File: config.mk
export PLATFORM = sky130hd
export DESIGN_NAME = bfly_mask_decoder_seq
export DESIGN_NICKNAME = d
export VERILOG_FILES = /design/src/rtl/bitmanip_pkg.sv /design/src/rtl/bfly_stage_gen.sv /design/src/rtl/bfly_mask_decoder_seq.sv
export SDC_FILE = /design/constraint.sdc
export NUM_CORES = 1
export LEC_CHECK = 0
export CELL_PAD_IN_SITES_DETAIL_PLACEMENT = 1
export CELL_PAD_IN_SITES_GLOBAL_PLACEMENT = 2
export CORE_ASPECT_RATIO = 2
export CORE_MARGIN = 2
export CORE_UTILIZATION = 30
export DETAILED_ROUTE_END_ITERATION = 8
export HOLD_SLACK_MARGIN = 0.02
export PLACE_DENSITY_LB_ADDON = 0.1
export RECOVER_POWER = 50
export SYNTH_ARGS = -nofsm -noshare
export SYNTH_HDL_FRONTEND = slang
export SYNTH_SLANG_ARGS = --single-unit
export TNS_END_PERCENT = 10
File: constraint.sdc
create_clock -name clk -period 20.7 [get_ports clk]
set_input_delay 4.14 -clock clk [delete_from_list [all_inputs] [get_ports clk]]
set_output_delay 4.14 -clock clk [all_outputs]
set_load 0.01 [all_outputs]
File: src/rtl/bitmanip_pkg.sv
`default_nettype none
// +----------------------------------------------------------------------+
// | Module : bitmanip_pkg                                                |
// | Desc   : Shared types and helpers for the butterfly mask decoder.   |
// | Rev    : 1.0                                                         |
// +----------------------------------------------------------------------+
package bitmanip_pkg;

  localparam int XLEN   = 32;
  localparam int NSTAGE = 5;

  typedef enum logic [1:0] {
    IDLE = 2'd0,
    CALC = 2'd1,
    DONE = 2'd2
  } state_t;

  typedef logic [15:0] cfg_word_t;

  // One 6-bit count slot per mask bit; only the low 32>>s slots are live at stage s.
  typedef logic [XLEN-1:0][5:0] cnt_vec_t;

  function automatic cfg_word_t lrotc_fill(input logic [5:0] k, input logic [4:0] h);
    logic [5:0]  kk;
    logic [16:0] t;
    kk = (k > {1'b0, h}) ? {1'b0, h} : k;
    t  = (17'd1 << kk) - 17'd1;
    return t[15:0];
  endfunction

endpackage
`default_nettype wire

File: src/rtl/bfly_stage_gen.sv
`default_nettype none
// +----------------------------------------------------------------------+
// | Module : bfly_stage_gen                                              |
// | Desc   : One inverse-butterfly stage: block counts and control word.|
// | Rev    : 1.0                                                         |
// +----------------------------------------------------------------------+
module bfly_stage_gen
  import bitmanip_pkg::*;
(
  input  logic [2:0] stage,
  input  cnt_vec_t   prev_cnt,
  output cnt_vec_t   next_cnt,
  output cfg_word_t  ib_word
);

  logic [4:0] w_half;

  assign w_half = 5'd1 << stage;

  // Stage 0 passes the per-bit counts through; later stages merge adjacent pairs.
  always_comb begin
    next_cnt = '0;
    if (stage == 3'd0) begin
      next_cnt = prev_cnt;
    end else begin
      for (int j = 0; j < XLEN / 2; j++) begin
        next_cnt[j] = prev_cnt[2*j] + prev_cnt[2*j+1];
      end
    end
  end

  // Block b reads the count of its lower half, which sits at even slot 2*b.
  always_comb begin
    logic [4:0] blk2;
    logic [3:0] off;
    cfg_word_t  fill;
    blk2    = '0;
    off     = '0;
    fill    = '0;
    ib_word = '0;
    for (int p = 0; p < 16; p++) begin
      blk2       = 5'((p >> stage) << 1);
      off        = 4'(p) & 4'(w_half - 5'd1);
      fill       = lrotc_fill(next_cnt[blk2], w_half);
      ib_word[p] = fill[off];
    end
  end

endmodule
`default_nettype wire

File: src/rtl/bfly_mask_decoder_seq.sv
`default_nettype none
// +----------------------------------------------------------------------+
// | Module : bfly_mask_decoder_seq                                       |
// | Desc   : Sequential pdep/pext butterfly config decoder, 1-entry cache|
// | Rev    : 1.0                                                         |
// +----------------------------------------------------------------------+
module bfly_mask_decoder_seq
  import bitmanip_pkg::*;
(
  input  logic            clk,
  input  logic            rst,
  input  logic            req_valid,
  output logic            req_ready,
  input  logic [XLEN-1:0] req_mask,
  input  logic            req_dir,
  output logic            resp_valid,
  input  logic            resp_ready,
  output logic [15:0]     cfg0,
  output logic [15:0]     cfg1,
  output logic [15:0]     cfg2,
  output logic [15:0]     cfg3,
  output logic [15:0]     cfg4,
  output logic [5:0]      pcnt
);

  state_t          r_state;
  logic [2:0]      r_stage;
  logic [XLEN-1:0] r_mask;
  logic            r_dir;
  cnt_vec_t        r_cnt;
  cfg_word_t       r_ib [NSTAGE];
  logic            r_cache_valid;
  logic [XLEN-1:0] r_cache_mask;
  logic [5:0]      r_cache_pcnt;

  cnt_vec_t        w_prev;
  cnt_vec_t        w_next;
  cfg_word_t       w_ib_word;
  cfg_word_t       w_ib_full [NSTAGE];
  cfg_word_t       w_src [NSTAGE];
  cfg_word_t       w_cfg [NSTAGE];
  logic            w_dir;
  logic            w_hit;
  logic [5:0]      w_pcnt;

  bfly_stage_gen u_stage_gen (
    .stage    (r_stage),
    .prev_cnt (w_prev),
    .next_cnt (w_next),
    .ib_word  (w_ib_word)
  );

  always_comb begin
    w_prev = r_cnt;
    if (r_stage == 3'd0) begin
      for (int j = 0; j < XLEN; j++) begin
        w_prev[j] = {5'd0, r_mask[j]};
      end
    end
  end

  // The last stage leaves the two 16-bit half counts in slots 0 and 1.
  assign w_pcnt = w_next[0] + w_next[1];
  assign w_hit  = r_cache_valid && (req_mask == r_cache_mask);

  // A hit reorders the cached words by the incoming dir; a miss uses the latched dir
  // and folds in the word being produced this cycle.
  always_comb begin
    w_dir = (r_state == IDLE) ? req_dir : r_dir;
    for (int i = 0; i < NSTAGE; i++) begin
      w_ib_full[i] = (3'(i) == r_stage) ? w_ib_word : r_ib[i];
    end
    for (int i = 0; i < NSTAGE; i++) begin
      w_src[i] = (r_state == CALC) ? w_ib_full[i] : r_ib[i];
    end
    for (int i = 0; i < NSTAGE; i++) begin
      w_cfg[i] = w_dir ? w_src[NSTAGE-1-i] : w_src[i];
    end
  end

  always_ff @(posedge clk or posedge rst) begin
    if (rst) begin
      r_state       <= IDLE;
      r_stage       <= 3'd0;
      r_mask        <= '0;
      r_dir         <= 1'b0;
      r_cnt         <= '0;
      for (int i = 0; i < NSTAGE; i++) begin
        r_ib[i] <= '0;
      end
      r_cache_valid <= 1'b0;
      r_cache_mask  <= '0;
      r_cache_pcnt  <= '0;
      cfg0          <= '0;
      cfg1          <= '0;
      cfg2          <= '0;
      cfg3          <= '0;
      cfg4          <= '0;
      pcnt          <= '0;
      resp_valid    <= 1'b0;
      req_ready     <= 1'b1;
    end else begin
      case (r_state)
        IDLE: begin
          if (req_valid) begin
            r_mask    <= req_mask;
            r_dir     <= req_dir;
            req_ready <= 1'b0;
            if (w_hit) begin
              cfg0       <= w_cfg[0];
              cfg1       <= w_cfg[1];
              cfg2       <= w_cfg[2];
              cfg3       <= w_cfg[3];
              cfg4       <= w_cfg[4];
              pcnt       <= r_cache_pcnt;
              resp_valid <= 1'b1;
              r_state    <= DONE;
            end else begin
              r_stage <= 3'd0;
              r_state <= CALC;
            end
          end
        end
        CALC: begin
          r_cnt          <= w_next;
          r_ib[r_stage]  <= w_ib_word;
          if (r_stage == 3'(NSTAGE - 1)) begin
            r_cache_mask  <= r_mask;
            r_cache_valid <= 1'b1;
            r_cache_pcnt  <= w_pcnt;
            pcnt          <= w_pcnt;
            cfg0          <= w_cfg[0];
            cfg1          <= w_cfg[1];
            cfg2          <= w_cfg[2];
            cfg3          <= w_cfg[3];
            cfg4          <= w_cfg[4];
            resp_valid    <= 1'b1;
            r_stage       <= 3'd0;
            r_state       <= DONE;
          end else begin
            r_stage <= r_stage + 3'd1;
          end
        end
        DONE: begin
          if (resp_ready) begin
            resp_valid <= 1'b0;
            req_ready  <= 1'b1;
            r_state    <= IDLE;
          end
        end
        default: begin
          r_state    <= IDLE;
          resp_valid <= 1'b0;
          req_ready  <= 1'b1;
        end
      endcase
    end
  end

endmodule
`default_nettype wire

==> results of run 1 <==
==> per-layer routing <==
metal	vias up	part of all wire, %
met5	-	0.037
li1	12898	-
met1	14611	34
met4	2	11
met2	766	51
met3	428	3.5
==> cells by family (layout without fill, tap and decap cells) <==
kind of cell / Yosys count / after routing
and+or+nand+nor: 1382 / 1382
AOI/OAI and AO/OA: 925 / 925
DFF: 437 / 437
buffers and inverters: 362 / 436
muxes: 215 / 215
adders and majority gates: 200 / 200
xor gates and xnor gates: 113 / 113
other: 0 / 4
==> cell type report <==
cell class	count	area, µm²
fill	12066	67680
multi-input combinational	2835	18940
sequential	437	10940
timing repair buffer	239	2003
tap	1352	1692
clock buffer	64	1338
inverter	117	441.7
clock inverter	16	182.7
antenna	4	10.01
==> sequential cells by signal (all words and copies together), names as in the netlist, 32 cells and up <==
register	cells
r_cnt	192
r_mask	32
r_ib	80
r_cache_mask	32
==> synthesized netlist by cell type, drive strengths merged, types with 71 or more instances <==
cell,count
clkbuf,174
mux2i,83
buf,71
dfrtp,436
and2,208
mux2,75
ha,173
o21ai,327
nand2,680
nor2,232
a21oi,153
inv,113
==> final timing paths <==
path                       startpoint          to  slack, ns
setup / recovery           r_stage[1]    r_ib[15]       6.03
hold / removal              req_ready   req_ready       0.47
setup reg to reg           r_stage[1]    r_ib[15]       6.03
hold reg to reg             req_ready   req_ready       0.47
max in group asynchronous         rst  r_cnt[105]       9.29
min in group asynchronous         rst  r_mask[26]       5.68
==> critical path: cells and delay by family (launching register included) <==
family                     cells  cell delay [ns]
DFF                            1             0.37
adders and majority gates      5             1.72
AOI/OAI and AO/OA             10             2.67
buffers and inverters          6             6.24
and+or+nand+nor                7             2.31
muxes                          2             1.16
==> per-stage QoR <==
stage	worst slack [ns]	utilization, %	hold WS, ns	cell area (µm²)	instances
floorplan	4.388	-	0.4378	31190	3634
global placement	11.30	33.07	0.4520	34140	4978
detailed placement	11.12	33.07	0.4586	34140	4978
CTS	11.04	34.55	0.4742	35660	5058
global route	5.112	34.43	0.4911	35540	5061
finish	6.029	34.43	0.4680	35540	5064
==> results.py, run 1 <==
metrics = {
    "status": {
        "status": "complete, but fails checks",
        "violations": "max-capacitance violations, max-slew violations",
    },
    "cells_and_area": {
        "final_cell_mix": "nand2_1, dfrtp_1, o21ai_0, nor2_1, ha_1",
        "final_common_cell": "nand2_1",
        "areaGrowthSynthToFinish_pct": 13.96,
        "fin_nets": 3899,
        "layout-drive-gt1-share_pct": 9.493,
    },
    "yosys": {
        "synth_xor_area_share_pct": 3.173,
        "yosysTopAreaCell": "dfrtp_1",
        "syn_area_per_cell_um2": 8.582,
        "syn_inst": 3634,
        "synth_area_leaders": "dfrtp_1, nand2_1, ha_1",
        "yosys.area_share.simple_pct": 20.28,
        "yosys.area_share.adder_pct": 8.264,
        "syn-cell-area_um2": 31190,
        "synth-edff-count": 0,
        "yosys.area.top_type_share_pct": 34.98,
        "synth-compound-area-share_pct": 19.16,
        "ys.flop_type": "dfrtp_1",
        "yosysSeqAreaShare_pct": 35.07,
        "synth_top_family_by_area": "simple AND/OR/NAND/NOR gates",
        "yosysWarnings": 0,
        "async_flop_share_pct": 100.0,
        "synth_seq_cells": 437,
        "synthMuxAreaShare_pct": 9.500,
        "synth_nets": 3858,
        "synth_cell_types": 98,
    },
    "routing": {
        "vias": 28705,
        "dr.pass1.iters": 5,
        "drc": 0,
        "ant_nets": 0,
        "wl_per_cell_um": 30.05,
        "wirelength_mm": 152.2,
        "drt_iter0_markers": 1472,
        "viasPerCell": 5.668,
    },
    "worst_setup_path": {
        "worstPathArrival_ns": 15.17,
        "r2r_cells": 30,
        "worst_setup_path_start_kind": "flip-flop",
        "cp_slowest_cell": "clkbuf_1",
        "crit_top_cell": "o21ai_0",
        "required_ns": 21.20,
        "cp-end-kind": "flip-flop",
        "worstSetupPathType": "reg2reg",
        "slowest_delay_ns": 2.35,
        "crit_fanout": 51,
    },
    "floorplan": {
        "initial_core_util_pct": 30.22,
        "core_area_um2": 103200,
        "ios": 125,
        "placementRows": 167,
        "die-width_um": 232.0,
        "die_area_um2": 106700,
        "die_y_um": 460.0,
    },
    "hold_path": {
        "min_path_type": "reg2reg",
        "hold_path_depth": 2,
    },
    "global_routing": {
        "grt_usage_pct": 28.77,
        "grt_pass1_wl_mm": 221.7,
        "top_usage_layer": "met2",
        "grt_use_met1_pct": 27.83,
        "antenna_found_initial": 5,
        "grt_pass1_vias": 31197,
        "met2_usage_pct": 52.41,
        "met3_usage_pct": 4.218,
        "overflow": 0,
        "grt_max_degree": 124,
    },
    "clock_network": {
        "cts.htree.levels": 2,
        "cts_resized": 0,
        "clock_path_buffers": 3,
        "cts_num_sinks": 437,
        "clk-insertion-delay-late_ns": 0.65,
        "cts_made_buffers": 45,
        "cts_root_buf": "clkbuf_16",
        "clk_pin_slew_ns": 0.08,
        "hold_buffers": 0,
        "cts_tree": "done",
        "post_cts_buffers": 0,
    },
    "sta": {
        "fin_setup_tns_ns": 0,
        "hold_viol_final": 0,
        "fin_crit_sh_pct": 70.87,
        "fin_worst_skew_ns": 0.02372,
        "finalSetupViolations": 0,
        "rsz0062_at_grt": "false",
        "min_period_ns": 14.67,
        "finalMaxSlewViolations": 705,
        "maxSlewHeadroom_pct": -284.0,
        "worst_pin_slew_ns": 5.760,
        "max_freq_mhz": 68.16,
    },
    "placed_design": {
        "portBuffers": 124,
        "dp_hpwl_mm": 114.8,
        "globalplace.congestion": 0.9900,
    },
    "job": {
        "maxCapViolCount": 13,
    },
}
Power of run 1 is left out: the tool's default activity adds up to more than one toggle a clock period on the data nets, which glitch-free logic cannot reach.
==> run 2, diff against run 1 <==
Clock period 20.7 ns to 15.05 ns, I/O delays scaled along.
==> results.py, run 2 (synthesis gave the netlist of run 1 again) <==
metrics = {
    "sta": {
        "fin_worst_skew_ns": 0.04140,
        "maxSlewHeadroom_pct": -173.4,
        "fin_crit_sh_pct": 75.41,
        "finalSetupViolations": 0,
        "max_freq_mhz": 88.11,
        "finalMaxSlewViolations": 591,
        "min_period_ns": 11.35,
        "rsz0062_at_grt": "false",
        "hold_viol_final": 0,
        "fin_setup_tns_ns": 0,
        "worst_pin_slew_ns": 4.101,
    },
    "routing": {
        "drt_iter0_markers": 1593,
        "dr.pass1.iters": 5,
        "drc": 0,
        "vias": 28764,
        "wirelength_mm": 149.0,
        "wl_per_cell_um": 29.44,
        "ant_nets": 0,
        "viasPerCell": 5.685,
    },
    "worst_setup_path": {
        "worstPathArrival_ns": 11.89,
        "cp-end-kind": "flip-flop",
        "critPathBufInv": 5,
        "slowest_delay_ns": 1.69,
        "path_delay_family": "compound AO/OA/AOI/OAI gates",
        "timing.rr.end": "cfg4[13]",
        "endpoint": "cfg4[13]",
        "crit_fanout": 45,
        "required_ns": 15.59,
        "timing.rr.start": "r_stage[1]",
        "crit_cells": 33,
        "worst_setup_path_start_kind": "flip-flop",
        "rrSetupSlack_ns": 3.70,
        "cp_slowest_cell": "clkinvlp_2",
        "crit_top_cell": "ha_1",
        "worstSetupPathType": "reg2reg",
        "r2r_cells": 33,
        "critPathLaunch": "r_stage[1]",
    },
    "cells_and_area": {
        "seq_area_um2": 10940,
        "reg.largest.list": "r_cnt x192, r_ib x80",
        "largest_reg_flops": 192,
        "nFillCells": 12027,
        "fin_nets": 3890,
        "layout-drive-gt1-share_pct": 9.638,
        "multi_input_area_um2": 18960,
        "largest_register": "r_cnt",
        "areaGrowthSynthToFinish_pct": 14.45,
        "final_cell_mix": "nand2_1, dfrtp_1, o21ai_0, nor2_1, ha_1",
        "final_common_cell": "nand2_1",
    },
    "global_routing": {
        "overflow": 0,
        "grt_usage_pct": 27.96,
        "grt_pass1_wl_mm": 216.3,
        "grt_max_degree": 172,
        "antenna_found_initial": 5,
        "grt_pass1_vias": 30857,
    },
    "floorplan": {
        "die_area_um2": 106700,
        "placementRows": 167,
        "initial_core_util_pct": 30.22,
        "die_y_um": 460.0,
        "die-width_um": 232.0,
        "core_area_um2": 103200,
        "ios": 125,
    },
    "clock_network": {
        "clock_path_buffers": 3,
        "post_cts_buffers": 0,
        "clk-insertion-delay-late_ns": 0.68,
        "cts_made_buffers": 48,
        "hold_buffers": 0,
        "cts_root_buf": "clkbuf_16",
        "cts_resized": 0,
        "cts_num_sinks": 437,
        "cts.htree.levels": 2,
        "clk_pin_slew_ns": 0.07,
        "cts_tree": "done",
    },
    "job": {
        "maxCapViolCount": 12,
    },
    "hold_path": {
        "min_from": "req_ready",
        "min_path_type": "reg2reg",
    },
    "status": {
        "violations": "max-capacitance violations, max-slew violations",
        "status": "complete, but fails checks",
    },
    "placed_design": {
        "portBuffers": 124,
        "globalplace.congestion": 0.9588,
        "dp_hpwl_mm": 111.7,
    },
}
[run 2: cell count changes in the layout (fill, tap and decap cells not counted), sizes merged, moves of 2 or more]
cell and change:
dlygate4sd3 +39, bufinv +2, clkbuf -8, clkinv +4, clkinvlp -2, clkdlybuf4s50 -39
[run 2: through the flow]
step / setup WS, ns / instance area [µm²] / utilization [%] / std cells / hold WS, ns
after floorplan: 5.463 / 31190 / - / 3634 / 0.4378
after global placement: 5.182 / 34110 / 33.05 / 4968 / 0.4481
after detailed placement: 4.986 / 34110 / 33.05 / 4968 / 0.4577
after CTS: 4.932 / 35760 / 34.65 / 5056 / 0.4710
after global routing: 3.042 / 35680 / 34.57 / 5056 / 0.4937
final: 3.700 / 35690 / 34.58 / 5060 / 0.4623
[run 2: cell type report]
cell class | instances | area share, %
Clock buffer | 69 | 3.926
Clock inverter | 19 | 0.7011
Sequential cell | 437 | 30.64
Antenna cell | 4 | 0.02804
Multi-Input combinational cell | 2835 | 53.11
Timing Repair Buffer | 227 | 5.616
Tap cell | 1352 | 4.739
Inverter | 117 | 1.237
[run 2: worst min path at each step]
stage          cells past startpoint             to  slack [ns]
3_5_place_dp                       1  r_cache_valid        0.46
5_1_grt                            2        cfg4[6]        0.49
3_3_place_gp                       2      req_ready        0.45
2_1_floorplan                      2      r_cnt[40]        0.44
6_report                           2      req_ready        0.46
4_1_cts                            2      req_ready        0.47
[run 2: worst reg2reg max path, delay by kind of cell, from the launching register on]
family | cells | cell delay (ns)
multiplexers | 1 | 0.33
buffers and inverters | 5 | 2.65
XOR/XNOR | 1 | 0.52
AND/OR/NAND/NOR | 8 | 2.88
flip-flops | 1 | 0.35
AO/OA/AOI/OAI | 13 | 3.01
adder cells (fa/ha/maj) | 5 | 1.50
[run 2: layer usage]
metal  part of all wire (%)  GRT usage [%]  vias to the layer above
li1                       -              -                    12915
met1                     34          26.84                    14580
met2                     51          50.44                      834
met3                    3.8          4.132                      433
met4                     11          26.36                        2
met5                 0.0060              0                        -
Power of run 2 is left out for the same reason.
